## src/rtl/uart_pkg.sv

```systemverilog
// Shared types and constants for the UART RX frame parser and its helpers.
package uart_pkg;

   typedef enum logic [1:0] {
      HUNT    = 2'd0,
      LEN     = 2'd1,
      PAYLOAD = 2'd2,
      CSUM    = 2'd3
   } state_t;

   localparam logic [1:0] ERR_CSUM = 2'b01;
   localparam logic [1:0] ERR_LEN  = 2'b10;
   localparam logic [1:0] ERR_TMO  = 2'b11;

   localparam logic [7:0] SOF_DEFAULT = 8'hA5;

   function automatic logic [7:0] sat_inc8(input logic [7:0] v);
      return (v == 8'hFF) ? v : v + 8'd1;
   endfunction

endpackage

```

## src/rtl/uart_frame_timeout.sv

```systemverilog
// Inter-byte idle counter; expired is a combinational decode of the registered count.
// Latency: expires during the TIMEOUT_CYC-th consecutive idle cycle while active.
// Backpressure: none; clears on any pop, when inactive, or on expiry.
module uart_frame_timeout #(
   parameter int unsigned TIMEOUT_CYC = 100000
) (
   input  logic clk_main,
   input  logic reset,
   input  logic active,
   input  logic clear,
   output logic expired
);

   localparam int unsigned CW = $clog2(TIMEOUT_CYC + 1);

   logic [CW-1:0] idle_cnt;

   assign expired = active && (idle_cnt == CW'(TIMEOUT_CYC - 1));

   always_ff @(posedge clk_main) begin
      if (reset || !active || clear || expired) begin
         idle_cnt <= '0;
      end else begin
         idle_cnt <= idle_cnt + 1'b1;
      end
   end

endmodule

```

## src/rtl/uart_rx_frame_parser.sv

```systemverilog
// SOF/len/payload/XOR-checksum frame parser on an RX FIFO; inter-byte timeout under PARSER_TIMEOUT_EN.
// Latency: payload byte appears on pay_data one cycle after its FIFO pop; status pulse one cycle after the checksum pop.
// Backpressure: payload/checksum pops stall while pay_valid && !pay_ready; HUNT/LEN drain the FIFO freely.
module uart_rx_frame_parser
   import uart_pkg::*;
#(
   parameter logic [7:0]  SOF_BYTE = SOF_DEFAULT,
   parameter int unsigned MAX_LEN  = 16
`ifdef PARSER_TIMEOUT_EN
   ,
   parameter int unsigned TIMEOUT_CYC = 100000
`endif
) (
   input  logic       clk_main,
   input  logic       reset,
   input  logic       fifo_empty,
   input  logic [7:0] fifo_rdata,
   output logic       fifo_rd_en,
   output logic [7:0] pay_data,
   output logic       pay_valid,
   input  logic       pay_ready,
   output logic       pay_last,
   output logic       frame_ok,
   output logic       frame_err,
   output logic [1:0] err_code,
   output logic [7:0] good_cnt,
   output logic [7:0] bad_cnt
);

   localparam logic [7:0] MAX_LEN_B = 8'(MAX_LEN);

   state_t     state;
   logic [7:0] len_rem;
   logic [7:0] csum;
   logic       pay_free;
   logic       tmo_expired;

   // Output slot is free when empty or being drained this cycle.
   assign pay_free = !pay_valid || pay_ready;

`ifdef PARSER_TIMEOUT_EN
   uart_frame_timeout #(
      .TIMEOUT_CYC(TIMEOUT_CYC)
   ) u_timeout (
      .clk_main (clk_main),
      .reset    (reset),
      .active   (state != HUNT),
      .clear    (fifo_rd_en),
      .expired  (tmo_expired)
   );
`else
   assign tmo_expired = 1'b0;
`endif

   always_comb begin
      fifo_rd_en = 1'b0;
      if (!reset && !fifo_empty && !tmo_expired) begin
         case (state)
            HUNT, LEN:     fifo_rd_en = 1'b1;
            PAYLOAD, CSUM: fifo_rd_en = pay_free;
            default:       fifo_rd_en = 1'b0;
         endcase
      end
   end

   always_ff @(posedge clk_main) begin
      if (reset) begin
         state     <= HUNT;
         len_rem   <= '0;
         csum      <= '0;
         pay_data  <= '0;
         pay_valid <= 1'b0;
         pay_last  <= 1'b0;
         frame_ok  <= 1'b0;
         frame_err <= 1'b0;
         err_code  <= '0;
         good_cnt  <= '0;
         bad_cnt   <= '0;
      end else begin
         frame_ok  <= 1'b0;
         frame_err <= 1'b0;
         if (pay_valid && pay_ready) begin
            pay_valid <= 1'b0;
            pay_last  <= 1'b0;
         end

         if (tmo_expired) begin
            // Abandon the frame, including any unaccepted payload byte.
            frame_err <= 1'b1;
            err_code  <= ERR_TMO;
            bad_cnt   <= sat_inc8(bad_cnt);
            pay_valid <= 1'b0;
            pay_last  <= 1'b0;
            state     <= HUNT;
         end else if (fifo_rd_en) begin
            case (state)
               HUNT: begin
                  if (fifo_rdata == SOF_BYTE) begin
                     state <= LEN;
                  end
               end
               LEN: begin
                  len_rem <= fifo_rdata;
                  csum    <= fifo_rdata;
                  if (fifo_rdata > MAX_LEN_B) begin
                     frame_err <= 1'b1;
                     err_code  <= ERR_LEN;
                     bad_cnt   <= sat_inc8(bad_cnt);
                     state     <= HUNT;
                  end else if (fifo_rdata == 8'd0) begin
                     state <= CSUM;
                  end else begin
                     state <= PAYLOAD;
                  end
               end
               PAYLOAD: begin
                  pay_data  <= fifo_rdata;
                  pay_valid <= 1'b1;
                  pay_last  <= (len_rem == 8'd1);
                  csum      <= csum ^ fifo_rdata;
                  len_rem   <= len_rem - 8'd1;
                  if (len_rem == 8'd1) begin
                     state <= CSUM;
                  end
               end
               CSUM: begin
                  if (fifo_rdata == csum) begin
                     frame_ok <= 1'b1;
                     good_cnt <= good_cnt + 8'd1;
                  end else begin
                     frame_err <= 1'b1;
                     err_code  <= ERR_CSUM;
                     bad_cnt   <= sat_inc8(bad_cnt);
                  end
                  state <= HUNT;
               end
               default: state <= HUNT;
            endcase
         end
      end
   end

endmodule

```

## config.mk

```make
export PLATFORM = sky130hd
export DESIGN_NAME = uart_rx_frame_parser
export DESIGN_NICKNAME = d
export VERILOG_FILES = /design/src/rtl/uart_pkg.sv /design/src/rtl/uart_frame_timeout.sv /design/src/rtl/uart_rx_frame_parser.sv
export SDC_FILE = /design/constraint.sdc
export NUM_CORES = 1
export LEC_CHECK = 0
export CAP_MARGIN = 20
export CELL_PAD_IN_SITES_DETAIL_PLACEMENT = 0
export CELL_PAD_IN_SITES_GLOBAL_PLACEMENT = 1
export CORE_MARGIN = 4
export CORE_UTILIZATION = 40
export DETAILED_ROUTE_END_ITERATION = 8
export PLACE_DENSITY = 0.84
export SLEW_MARGIN = 25
export SYNTH_ARGS = -nofsm -noshare
export SYNTH_HDL_FRONTEND = slang
export SYNTH_SLANG_ARGS = --single-unit
```

## constraint.sdc

```tcl
create_clock -name clk_main -period 3.3 [get_ports clk_main]
set_input_delay 0.66 -clock clk_main [delete_from_list [all_inputs] [get_ports clk_main]]
set_output_delay 0.66 -clock clk_main [all_outputs]
set_load 0.05 [all_outputs]
```

==> summary.txt, run 1 <==
STA
  – Hold_ws: 0.4692 ns
  – Max transition margin: 50.67%
  – RSZ-0062 raised after global routing: no
  – Slew Viols, Final: 0
  – Setup TNS: 0 ns
  – Tcrit/Tclk final: 79.86%
  – Final worst slack: 0.6647 ns
  – Worst-Margin Slew: 0.7332 ns
  – Worst Skew: 0.004845 ns
  – Final hold viol count: 0
  – Final setup viols: 0
  – Fin crit period: 2.635 ns
  – Max Fclk: 0.3795 GHz

Power
  – Comb pwr share: 6.2%
  – Leakage dissipation: 1.168 nW
  – Internal Pwr Total: 0.0007755 W
  – Worst VDD drop: 0.0001943 V
  – Clock power frac: 36.4%
  – Switching Share: 23.13%
  – Register share of total power: 57.4%
  – PwrDens: 320.7 nW/um2
  – Sw Pwr: 0.0002334 W

Floorplan
  – Core Area: 6061 um2
  – Die width: 87.96 um
  – Site row count: 28
  – Die area: 7737 um2
  – Die Height: 87.96 um
  – Num ports: 43
  – Initial Utilization: 42.20%

Detailed routing
  – Aggregate routed wire length: 5869 um
  – DR vias/cell: 5.387
  – Routed len/inst: 14.21 um
  – DRT iter0 DRCs: 130
  – 1st-pass router iterations: 5
  – Antenna Nets Post-Route: 0
  – DRC: 0
  – DR vias: 2225

Critical path
  – CP max FO: 5
  – RR Startpoint: state[0]
  – Crit Path Category: input port to output port
  – CP arrival: 1.98 ns
  – Reg2Reg Setup Slack: 1.01 ns
  – Crit-path leading delay family: buffers and inverters
  – Critical Path Start Type: input port
  – Critical Path Max Stage Delay: 0.41 ns
  – Bufs and invs on worst path: 3
  – Critical Path, Cell by Cell: clkdlybuf4s50_1 > nand2b_1 > o21ai_2 > inv_1 > buf_12
  – Critical Path End Type: output port
  – Crit-path slowest cell: clkdlybuf4s50_1
  – WP data required: 2.64 ns
  – Reg2reg end: bad_cnt[7]
  – Reg2reg path depth: 8

Yosys
  – Most numerous cell in the Yosys netlist: dfxtp_1
  – Top cell type's share of synthesized area: 37.57%
  – Most used DFF post-synth: dfxtp_1
  – Synth top area cells: dfxtp_1 38%, mux2i_1 8.2%, a21oi_1 5.1%
  – Avg Inst Size Synth: 8.553 um2
  – Synth Instances: 299
  – Post-synth EDFFs: 0
  – Commonest cells in the synthesized netlist: 48 x dfxtp_1, 27 x nor2_1, 26 x a21oi_1, 23 x nand2_1, 21 x mux2i_1
  – Syn nets: 320
  – Post-synth cell types: 52
  – Area of the mapped netlist: 2557 um2
  – Synth Register Bits: 48
  – Seq/Total Area, Yosys: 37.57%
  – Largest area contributor in the netlist: dfxtp_1
  – Ys Warns: 0
  – Async SR Flop Fraction: 0%

Placed design
  – Pre-CTS setup slack: 0.5240 ns
  – GP Congestion: 0.7863
  – DPL Wire Length: 4175 um
  – Buffers on Ports: 42

Layout
  – # diodes: 0
  – Layout area overhead: 22.99%
  – Filler Cell Count: 604
  – # nets final: 358
  – Layout cells sized above 1: 7.988%

Clock network
  – Post-CTS Hold Fix Bufs: 0
  – Post-CTS Resized: 0
  – TritonCTS Sinks: 48
  – H-tree Lvls: 2
  – Root Driver: clkbuf_8
  – TritonCTS Buffers: 5
  – Worst-path clk slew: 0.09 ns
  – CTS tree: built
  – # Post-CTS Setup Buffers: 0
  – Max Root-Sink Buffers: 2
  – Clk Latency, worst-skew pair: 0.29 ns

Hold path
  – Hold_sp: good_cnt[7]
  – Hold Path Depth: 1
  – Hold Path End: good_cnt[7]
  – Worst hold path type: flop to flop

Global route
  – Global-route wire length before repair: 9936 um
  – Initial antenna violation count: 0
  – Largest net degree at the start of global routing: 40
  – Global Route Usage Sum: 15.93%
  – Total global routing overflow: 0
  – Number of global-route vias before repair: 2045

Outcome
  – Status: completed

Run
  – Max-cap viol count: 0
## placed cells by master, fill, tap and decap left out, drive strengths merged, types with 2 or more instances in the layout
cell type | netlist | final
inv | 11 | 11
nand2b | 2 | 2
a21boi | 3 | 3
clkbuf | 12 | 7
xnor2 | 9 | 9
nand4 | 11 | 11
dfxtp | 48 | 48
o311ai | 3 | 3
o21ai | 20 | 20
buf | 5 | 7
o211ai | 3 | 3
ha | 9 | 9
o41ai | 3 | 3
nor2b | 13 | 13
nor2 | 28 | 28
and2b | 2 | 2
nor3 | 5 | 5
and2 | 2 | 2
nand3 | 6 | 6
a21oi | 26 | 26
mux2 | 2 | 2
clkdlybuf4s50 | 0 | 41
or4 | 4 | 4
mux2i | 21 | 21
o31ai | 4 | 4
nand2 | 23 | 23
nor4 | 2 | 2
and3 | 4 | 4
or2 | 3 | 3
## registers in the layout, summed over array words and instances (netlist names), named ones only
name,flops
state,1
pay_last,1
frame_err,1
good_cnt,8
len_rem,8
frame_ok,1
bad_cnt,8
pay_data,8
err_code,2
csum,8
pay_valid,1
## power groups by stage
stage          Combinational [W]  Clock (W)  Sequential [W]
4_1_cts                0.0000628   0.000382        0.000580
6_report               0.0000624   0.000367        0.000580
5_1_grt                0.0000675   0.000412        0.000580
3_5_place_dp           0.0000625          0        0.000593
3_3_place_gp           0.0000624          0        0.000593
2_1_floorplan          0.0000326          0        0.000593
## per-layer routing
metal  global-route usage (%)  wire, um  vias up
met5                        0         0        -
met4                    3.766        53        0
met3                    2.822       163        4
met2                    24.86      2661       38
met1                    22.82      2991     1039
li1                         -         -     1144
## through the flow
stage | util, % | instance area, um2 | power [W] | std cells
after floorplan | - | 2557 | 0.0006260 | 299
after global placement | 50.35 | 3052 | 0.0006556 | 405
after detailed placement | 50.35 | 3052 | 0.0006558 | 405
after CTS | 51.90 | 3146 | 0.001025 | 413
after global routing | 51.90 | 3146 | 0.001059 | 413
final | 51.90 | 3146 | 0.001009 | 413
## area by class of cell
type | instances | area, um2 | area share, %
inverter | 11 | 41.29 | 1.313
clock inverter | 1 | 7.507 | 0.2387
clock buffer | 7 | 86.33 | 2.745
tap | 75 | 93.84 | 2.983
multi-input combinational | 223 | 1480 | 47.06
sequential | 48 | 960.9 | 30.55
timing repair buffer | 48 | 475.5 | 15.12
## kinds of logic (layout without fill, tap and decap cells)
| group | count (synthesis) | after routing | synth area share (%) |
|---|---|---|---|
| multiplexers | 23 | 23 | 9.246 |
| flip-flops | 48 | 48 | 37.57 |
| adder cells (fa/ha/maj) | 9 | 9 | 4.403 |
| AO/OA/AOI/OAI | 72 | 72 | 17.52 |
| AND/OR/NAND/NOR | 110 | 110 | 23.63 |
| XOR/XNOR | 9 | 9 | 3.082 |
| buffers and inverters | 28 | 67 | 4.549 |
## how the worst max path moves through the flow
stage,start,end,depth (start not counted)
floorplan,reset,bad_cnt[3],7
detailed placement,fifo_rdata[1],bad_cnt[1],6
CTS,pay_ready,fifo_rd_en,5
finish,pay_ready,fifo_rd_en,5
global route,pay_ready,fifo_rd_en,5
global placement,fifo_rdata[1],bad_cnt[1],6
Note: power is estimated with default switching activity, not from simulation.
==> inputs of run 2 (changes only) <==
--- a/config.mk
+++ b/config.mk
@@ -9,9 +9,9 @@
 export CELL_PAD_IN_SITES_DETAIL_PLACEMENT = 0
 export CELL_PAD_IN_SITES_GLOBAL_PLACEMENT = 1
 export CORE_MARGIN = 4
-export CORE_UTILIZATION = 40
+export CORE_UTILIZATION = 36
 export DETAILED_ROUTE_END_ITERATION = 8
-export PLACE_DENSITY = 0.84
+export PLACE_DENSITY = 0.8
 export SLEW_MARGIN = 25
 export SYNTH_ARGS = -nofsm -noshare
 export SYNTH_HDL_FRONTEND = slang
==> constraint.sdc (replaced) <==
create_clock -name clk_main -period 2.3 [get_ports clk_main]
set_input_delay 0.46 -clock clk_main [delete_from_list [all_inputs] [get_ports clk_main]]
set_output_delay 0.46 -clock clk_main [all_outputs]
set_load 0.05 [all_outputs]
==> run 2 against run 1 <==
Worst setup slack worse by 0.57 ns. Critical endpoint unchanged. Critical path depth increased by 1. Cell count grew 11%.
==> summary.txt, run 2 (synthesis gave the netlist of run 1 again) <==
Layout
  – Layout area overhead: 34.30%
  – Most frequent cells in the layout: 47 x dfxtp_1, 41 x clkdlybuf4s50_1, 31 x buf_4, 26 x nor2_1, 26 x a21oi_1
  – Filler Cell Count: 681 (+13%)
  – # nets final: 384 (+7.3%)
  – Layout cells sized above 1: 15.15% (+7.2 points)
  – Design Area, Final: 3435 um2 (+9.2%)
  – Most common cell after layout, fill and taps aside: dfxtp_1
  – # diodes: 0 (unchanged)

Floorplan
  – Die Height: 92.29 um (+4.9%)
  – Initial Utilization: 37.44% (-4.8 points)
  – Die area: 8517 um2 (+10%)
  – Die width: 92.29 um (+4.9%)
  – Core Area: 6832 um2 (+13%)
  – Site row count: 30 (+7.1%)
  – Num ports: 43 (unchanged)

STA
  – Worst Skew: 0.009789 ns (+0.004944 ns)
  – Fin crit period: 2.210 ns
  – Worst-Margin Slew: 0.5276 ns (-0.2056 ns)
  – Tcrit/Tclk final: 96.07%
  – Final setup viols: 0 (unchanged)
  – Max Fclk: 0.4526 GHz
  – Max transition margin: 64.72% (+14 points)
  – Slew Viols, Final: 0 (unchanged)
  – Final hold viol count: 0 (unchanged)
  – RSZ-0062 raised after global routing: no
  – Setup TNS: 0 ns (unchanged)

Placed design
  – GP Congestion: 0.8083 (+2.8%)
  – Buffers on Ports: 42 (unchanged)
  – DPL Wire Length: 4418 um (+5.8%)
  – Post-Place Cell Area: 3286 um2 (+7.7%)

Critical path
  – Crit-path slowest cell: clkdlybuf4s50_1
  – CP max FO: 4 (-1)
  – Crit Path Category: input port to output port
  – Reg2Reg Setup Slack: 0.28 ns (-0.73 ns)
  – Reg2reg path depth: 8 (unchanged)
  – WP data required: 1.84 ns (-0.80 ns)
  – Critical Path Start Type: input port
  – Worst Setup EP: fifo_rd_en
  – Reg2reg end: bad_cnt[5]
  – Critical Path Max Stage Delay: 0.41 ns (about the same)
  – Critical Path, Cell by Cell: clkdlybuf4s50_1 > nand2b_1 > o21ai_4 > inv_1 > buf_4 > buf_12
  – Critical Path End Type: output port
  – RR Startpoint: state[0]
  – CP startpoint: pay_ready
  – CP arrival: 1.75 ns (-0.23 ns)

Clock network
  – Max Root-Sink Buffers: 2 (unchanged)
  – Root Driver: clkbuf_8
  – # Post-CTS Setup Buffers: 0 (unchanged)
  – CTS tree: built
  – Clk Latency, worst-skew pair: 0.30 ns (about the same)
  – Worst-path clk slew: 0.08 ns (about the same)
  – H-tree Lvls: 2 (unchanged)
  – Post-CTS Hold Fix Bufs: 0 (unchanged)
  – TritonCTS Sinks: 48 (unchanged)
  – TritonCTS Buffers: 5 (unchanged)
  – Post-CTS Resized: 0 (unchanged)

Outcome
  – Status: completed

Detailed routing
  – Met2 routed WL: 2828 um (+6.3%)
  – M1 wire length: 2991 um (unchanged)
  – Routed len/inst: 13.35 um (-6.1%)
  – DR vias: 2328 (+4.6%)
  – DRC: 0 (unchanged)
  – Antenna Nets Post-Route: 0 (unchanged)
  – Top sig layer: met4
  – DR vias/cell: 5.072 (-5.9%)
  – DRT iter0 DRCs: 123 (-5.4%)
  – Aggregate routed wire length: 6128 um (+4.4%)
  – 1st-pass router iterations: 4 (-1)
  – Met3 routed WL: 220 um (+35%)

Run
  – Max-cap viol count: 0 (unchanged)

Power
  – Worst VDD drop: 0.0002250 V (+16%)
  – Leakage dissipation: 1.323 nW (+13%)
  – PwrDens: 483.3 nW/um2 (+51%)

Global route
  – Global-route wire length before repair: 10450 um (+5.2%)
  – Number of global-route vias before repair: 2211 (+8.1%)
  – Initial antenna violation count: 0 (unchanged)
  – Global Route Usage Sum: 14.94% (-0.99 points)
  – Largest net degree at the start of global routing: 40 (unchanged)
  – Total global routing overflow: 0 (unchanged)

Hold path
  – Worst hold path type: flop to flop
-- run 2: worst min-delay path by stage --
| stage | start | end | slack [ns] | cells past startpoint |
|---|---|---|---|---|
| 2_1_floorplan | len_rem[5] | len_rem[5] | 0.45 | 2 |
| 3_3_place_gp | good_cnt[7] | good_cnt[7] | 0.45 | 1 |
| 3_5_place_dp | good_cnt[7] | good_cnt[7] | 0.46 | 1 |
| 4_1_cts | good_cnt[7] | good_cnt[7] | 0.47 | 1 |
| 5_1_grt | len_rem[5] | len_rem[5] | 0.51 | 2 |
| 6_report | good_cnt[7] | good_cnt[7] | 0.47 | 1 |
-- run 2: routing by layer --
layer / global-route usage [%] / up-vias
li1: - / 1202
met1: 19.56 / 1074
met2: 24.76 / 46
met3: 2.871 / 6
met4: 4.703 / 0
met5: 0 / -
-- run 2: layout make-up --
type,instances,area [um2],share of cell area [%]
multi-input cells,223,1499,43.64
clock inverters,2,60.06,1.749
flip-flops and latches,48,962.2,28.01
clock buffers,5,68.82,2.004
inverters,11,41.29,1.202
repair buffers,74,683.2,19.89
well taps,96,120.1,3.497
-- run 2: worst max-delay path, delay by kind of cell --
family                 cells  cell delay (ns)
buffers and inverters      4             0.84
AOI/OAI and AO/OA          1             0.23
and+or+nand+nor            1             0.22
-- run 2: through the flow --
step | setup WS (ns) | util, % | std cells | total power, W | hold WS [ns]
floorplan | 0.05666 | - | 299 | 0.0008982 | 0.4535
global placement | -0.1537 | 48.10 | 452 | 0.0009645 | 0.4464
detailed placement | -0.2065 | 48.10 | 452 | 0.0009650 | 0.4569
CTS | 0.05215 | 49.98 | 459 | 0.001677 | 0.4695
global route | 0.007718 | 50.27 | 459 | 0.001729 | 0.5124
finish | 0.09035 | 50.27 | 459 | 0.001660 | 0.4650
-- run 2: where the power goes --
part	internal [W]	switching (W)	leakage, nW
logic	0.0000568	0.0000582	0.872
registers	0.000831	0.000000724	0.387
clock network	0.000428	0.000285	0.0642
==> patch 1, RTL diff (settings of run 1) <==
The 4 states of `state_t` get a one-hot encoding in 4 bits.
--- a/src/rtl/uart_pkg.sv
+++ b/src/rtl/uart_pkg.sv
@@ -2,9 +2,9 @@
 package uart_pkg;
 
-   typedef enum logic [1:0] {
-      HUNT    = 2'd0,
-      LEN     = 2'd1,
-      PAYLOAD = 2'd2,
-      CSUM    = 2'd3
+   typedef enum logic [3:0] {
+      HUNT    = 4'b0001,
+      LEN     = 4'b0010,
+      PAYLOAD = 4'b0100,
+      CSUM    = 4'b1000
    } state_t;
 
Function: no difference found for any inputs over 4 cycles, from zero or initial values and one cycle with reset high; so few cycles prove little.
==> patch 1 against run 1 <==
  * Area after synthesis up 3.4%
  * Sequential power up 5.3%
  * Clock skew up 0.0055 ns
  * Design area up 2.7%
  * Global-route usage up 1.8 points
  * Sequential cell count up 2
  * Worst setup slack worse by 0.051 ns
  * Cell count up 4.8%
  * Register-to-register slack worse by 0.40 ns
  * Clock power up 16%
  * Power up 12%
  * Non-clock buffer count up 1
  * Wire length up 12%
  * Highest routed layer unchanged
==> patch 1: results (changes against run 1) <==
Run status
  • Status: finished clean

Pwr
  • Leakage: 1.13 nW (-3.6%)

Layout
  • Fill count: 629 (+4.1%)
  • Layout cells sized above 1: 0.0871 (+0.00720)

Synthesis
  • Post-synth cell types: 57 (+9.6%)
  • Area contributors post-synth: dfxtp_1 (38%), nand2_1 (6.8%), a21oi_1 (5.9%), xnor2_1 (3.6%), nor2_1 (3.4%)
  • Post-Synth XOR/XNOR Area: 0.0397 (+0.00891)
  • Post-synthesis compound-gate area fraction: 0.189 (+0.0141)
  • Mux cell area share after synthesis: 0.0520 (-0.0404)

Route
  • DR vias: 2453 (+10%)
  • Routed len/inst: 15.1 um (+6.5%)
  • Initial drt markers: 164 (+26%)
  • Detailed Routing Iterations Pass 1: 4 (-1)

Global route
  • Pin count of the biggest net entering global routing: 48 (+20%)

Critical path
  • CP endpoint: bad_cnt[5]$_SDFFE_PP0P_
  • Max incr delay on CP: 0.60 ns (+0.19 ns)
  • Top delay family on crit path: simple AND/OR/NAND/NOR gates
  • Worst reg-to-reg setup slack: 0.61 ns (-0.40 ns)
  • Critical path origin: state[1]$_SDFFE_PP0P_
  • Peak fanout along the critical path: 14 (+9)
  • Slowest CP cell: or4_4

Timing
  • Clock Skews: 0.0103 ns (+0.00548 ns)
  • Measured slew at the worst slew-check pin: 0.837 ns (+0.103 ns)

Hold path
  • Hold Crit Endpoint: pay_data[5]$_SDFFE_PP0P_
  • Min-delay src: pay_data[5]$_SDFFE_PP0P_

Place
  • Routability congestion estimate: 0.809 (+2.9%)
## patch 1: power breakdown
part	internal, W	total [W]	switching (W)
Combinational	0.0000383	0.0000977	0.0000594
Sequential	0.000605	0.000611	0.00000623
Clock	0.000227	0.000425	0.000198
## patch 1: metrics by stage
step,instances,hold slack (ns),setup slack (ns),util,cell area [sq um]
floorplan,323,0.445,0.847,-,2650
global placement,425,0.442,0.353,0.489,3120
detailed placement,425,0.447,0.343,0.489,3120
CTS,433,0.459,0.612,0.505,3230
global route,433,0.474,0.423,0.506,3230
finish,433,0.456,0.613,0.506,3230
## patch 1: metal layers
metal	part of all wire	GRT usage
met1	0.47	0.244
met2	0.48	0.284
met3	0.031	0.0341
met4	0.017	0.0514
met5	0	0
## patch 1: area by class of cell
cell class / instances / area share
inverter: 13 / 0.0151
sequential: 50 / 0.310
tap: 77 / 0.0298
clock inverter: 1 / 0.00929
multi-input combinational: 236 / 0.463
timing repair buffer: 49 / 0.149
clock buffer: 7 / 0.0236
==> patch 2, RTL diff (settings of run 1) <==
Without the edit above. The option `PARSER_TIMEOUT_EN` is turned on by a define.
--- a/src/rtl/uart_rx_frame_parser.sv
+++ b/src/rtl/uart_rx_frame_parser.sv
@@ -2,4 +2,6 @@
 // Latency: payload byte appears on pay_data one cycle after its FIFO pop; status pulse one cycle after the checksum pop.
 // Backpressure: payload/checksum pops stall while pay_valid && !pay_ready; HUNT/LEN drain the FIFO freely.
+`define PARSER_TIMEOUT_EN
+
 module uart_rx_frame_parser
    import uart_pkg::*;
Check against the original RTL: same outputs for any inputs over 4 cycles, from zero or initial values and one cycle with reset high; that may be too few to reach the edited logic, so the function may still have changed.
==> patch 2 against run 1 <==
  * Power grew 70%
  * Hold slack got worse by 0.0069 ns
  * Combinational power up 2%
  * Critical path type is now reg2out
  * Sequential cell count up 17
  * Count of clock-buffer cells in the layout up 5
  * Area after synthesis up 28%
  * Worst setup slack worse by 0.16 ns
  * Critical path depth is 2 higher
  * Core utilization is 0.27 points lower
  * Design area rose by 29%
  * Wire length is 31% higher
==> patch 2: results (changes against run 1) <==
Synthesis
  • Post-Synth XOR/XNOR Area: 0.0803 (+0.0495)
  • Sequential share of the synthesized area: 0.398 (+0.0218)
  • Syn Nets: 425 (+33%)
  • Post-synthesis compound-gate area fraction: 0.141 (-0.0341)
  • Area contributors post-synth: dfxtp_1 (40%), nor2_1 (7.1%), a21oi_1 (4.6%), mux2i_1 (4.6%), xor2_1 (4.5%)
  • Post-synth cell types: 47 (-9.6%)
  • Mux cell area share after synthesis: 0.0528 (-0.0397)
  • Adder-Cell Fraction of Synth Area: 0.0344 (-0.00963)
  • Synth cell count leaders: dfxtp_1 (65), nor2_1 (62), nand2_1 (35)

Global route
  • Pin count of the biggest net entering global routing: 46 (+15%)
  • Vias in the first global route: 2789 (+36%)
  • Initial antenna violation count: 0 (unchanged)
  • Global-route wire length before repair: 12.9 mm (+30%)
  • Global Route Usage Sum: 0.160 (+0.000973)

Place
  • Routability congestion estimate: 0.776 (-1.3%)
  • Hpwl dp: 5.34 mm (+28%)

Critical path
  • Slowest CP cell: dfxtp_1

Run status
  • Status: finished clean

CTS
  • TritonCTS Buffers: 9 (+4)
  • H-tree depth: 3 (+1)
  • Clk Latency, worst-skew pair: 0.33 ns (+0.04 ns)

Route
  • Initial drt markers: 91 (-30%)
  • Detailed Routing Iterations Pass 1: 4 (-1)
  • Routed len/inst: 14.0 um (-1.6%)
  • Via/cell ratio: 5.20 (-3.5%)

Hold path
  • Hold Path Class: reg2reg

Timing
  • Clock Skews: 0.00894 ns (+0.00409 ns)

Pwr
  • Leakage: 1.43 nW (+23%)
  • VDD IR-drop max: 0.000215 V (+10%)

Layout
  • Fill count: 773 (+28%)
  • Layout cells sized above 1: 0.0673 (-0.0126)
  • Nets: 462 (+29%)
## patch 2: cell types whose count changed after synthesis, sizes merged, moves of 6 or more
| cell | delta |
|---|---|
| nand3 | +10 |
| nor2 | +34 |
| nand2 | +12 |
| dfxtp | +17 |
| mux2i | -6 |
| nor2b | -9 |
| xor2 | +17 |
| nand4 | -9 |
| or3 | +6 |
| nor3 | +10 |
## patch 2: kinds of logic (layout without fill, tap and decap cells)
family,after synthesis,in the layout
simple gates,171,171
compound gates,75,75
flops,65,65
buf+inv,37,79
xor+xnor,30,30
mux,17,17
fa+ha+maj,9,9
## patch 2: per-stage QoR
step                      std cells  cell area (sq um)  hold slack (ns)   util  setup slack [ns]
after floorplan                 404               3270            0.430      -             0.822
after global routing            548               4050            0.511  0.516             0.385
after global placement          532               3780            0.444  0.482             0.436
after CTS                       548               4040            0.470  0.515             0.524
after detailed placement        532               3780            0.454  0.482             0.382
final                           548               4050            0.462  0.516             0.507
## patch 2: final timing paths
path,from,end,slack [ns],cells after the start
worst max register to register,state[0]$_SDFFE_PP0P_,bad_cnt[4]$_SDFFE_PP0P_,0.73,9
worst max-delay path,state[0]$_SDFFE_PP0P_,fifo_rd_en,0.51,7
worst min-delay path,u_timeout.idle_cnt[0]$_SDFF_PP0_,u_timeout.idle_cnt[0]$_SDFF_PP0_,0.46,1
worst min register to register,u_timeout.idle_cnt[0]$_SDFF_PP0_,u_timeout.idle_cnt[0]$_SDFF_PP0_,0.46,1
## patch 2: cell type report
cell class,count,area share
timing repair buffer,47,0.116
clock inverter,4,0.0241
clock buffer,12,0.0408
tap,102,0.0315
multi-input combinational,302,0.452
sequential,65,0.321
inverter,16,0.0148
## patch 2: report_power, final
group          internal (W)  leakage [nW]  switching (W)
clock network      0.000564         0.129       0.000306
registers          0.000784         0.523    0.000000116
logic             0.0000248         0.783      0.0000389
## patch 2: critical path: cells and delay by family (launching register included)
kind                     cells  cell delay [ns]
AND/OR/NAND/NOR              1             0.25
adder cells (fa/ha/maj)      1             0.22
flip-flops                   1             0.40
AO/OA/AOI/OAI                2             0.51
buffers and inverters        3             0.43
## patch 2: layer usage
layer | vias to the layer above | global-route usage | share of wire
li1 | 1469 | - | -
met1 | 1340 | 0.199 | 0.48
met2 | 33 | 0.268 | 0.48
met3 | 6 | 0.0368 | 0.033
met4 | 0 | 0.0651 | 0.0089
met5 | - | 0 | 0
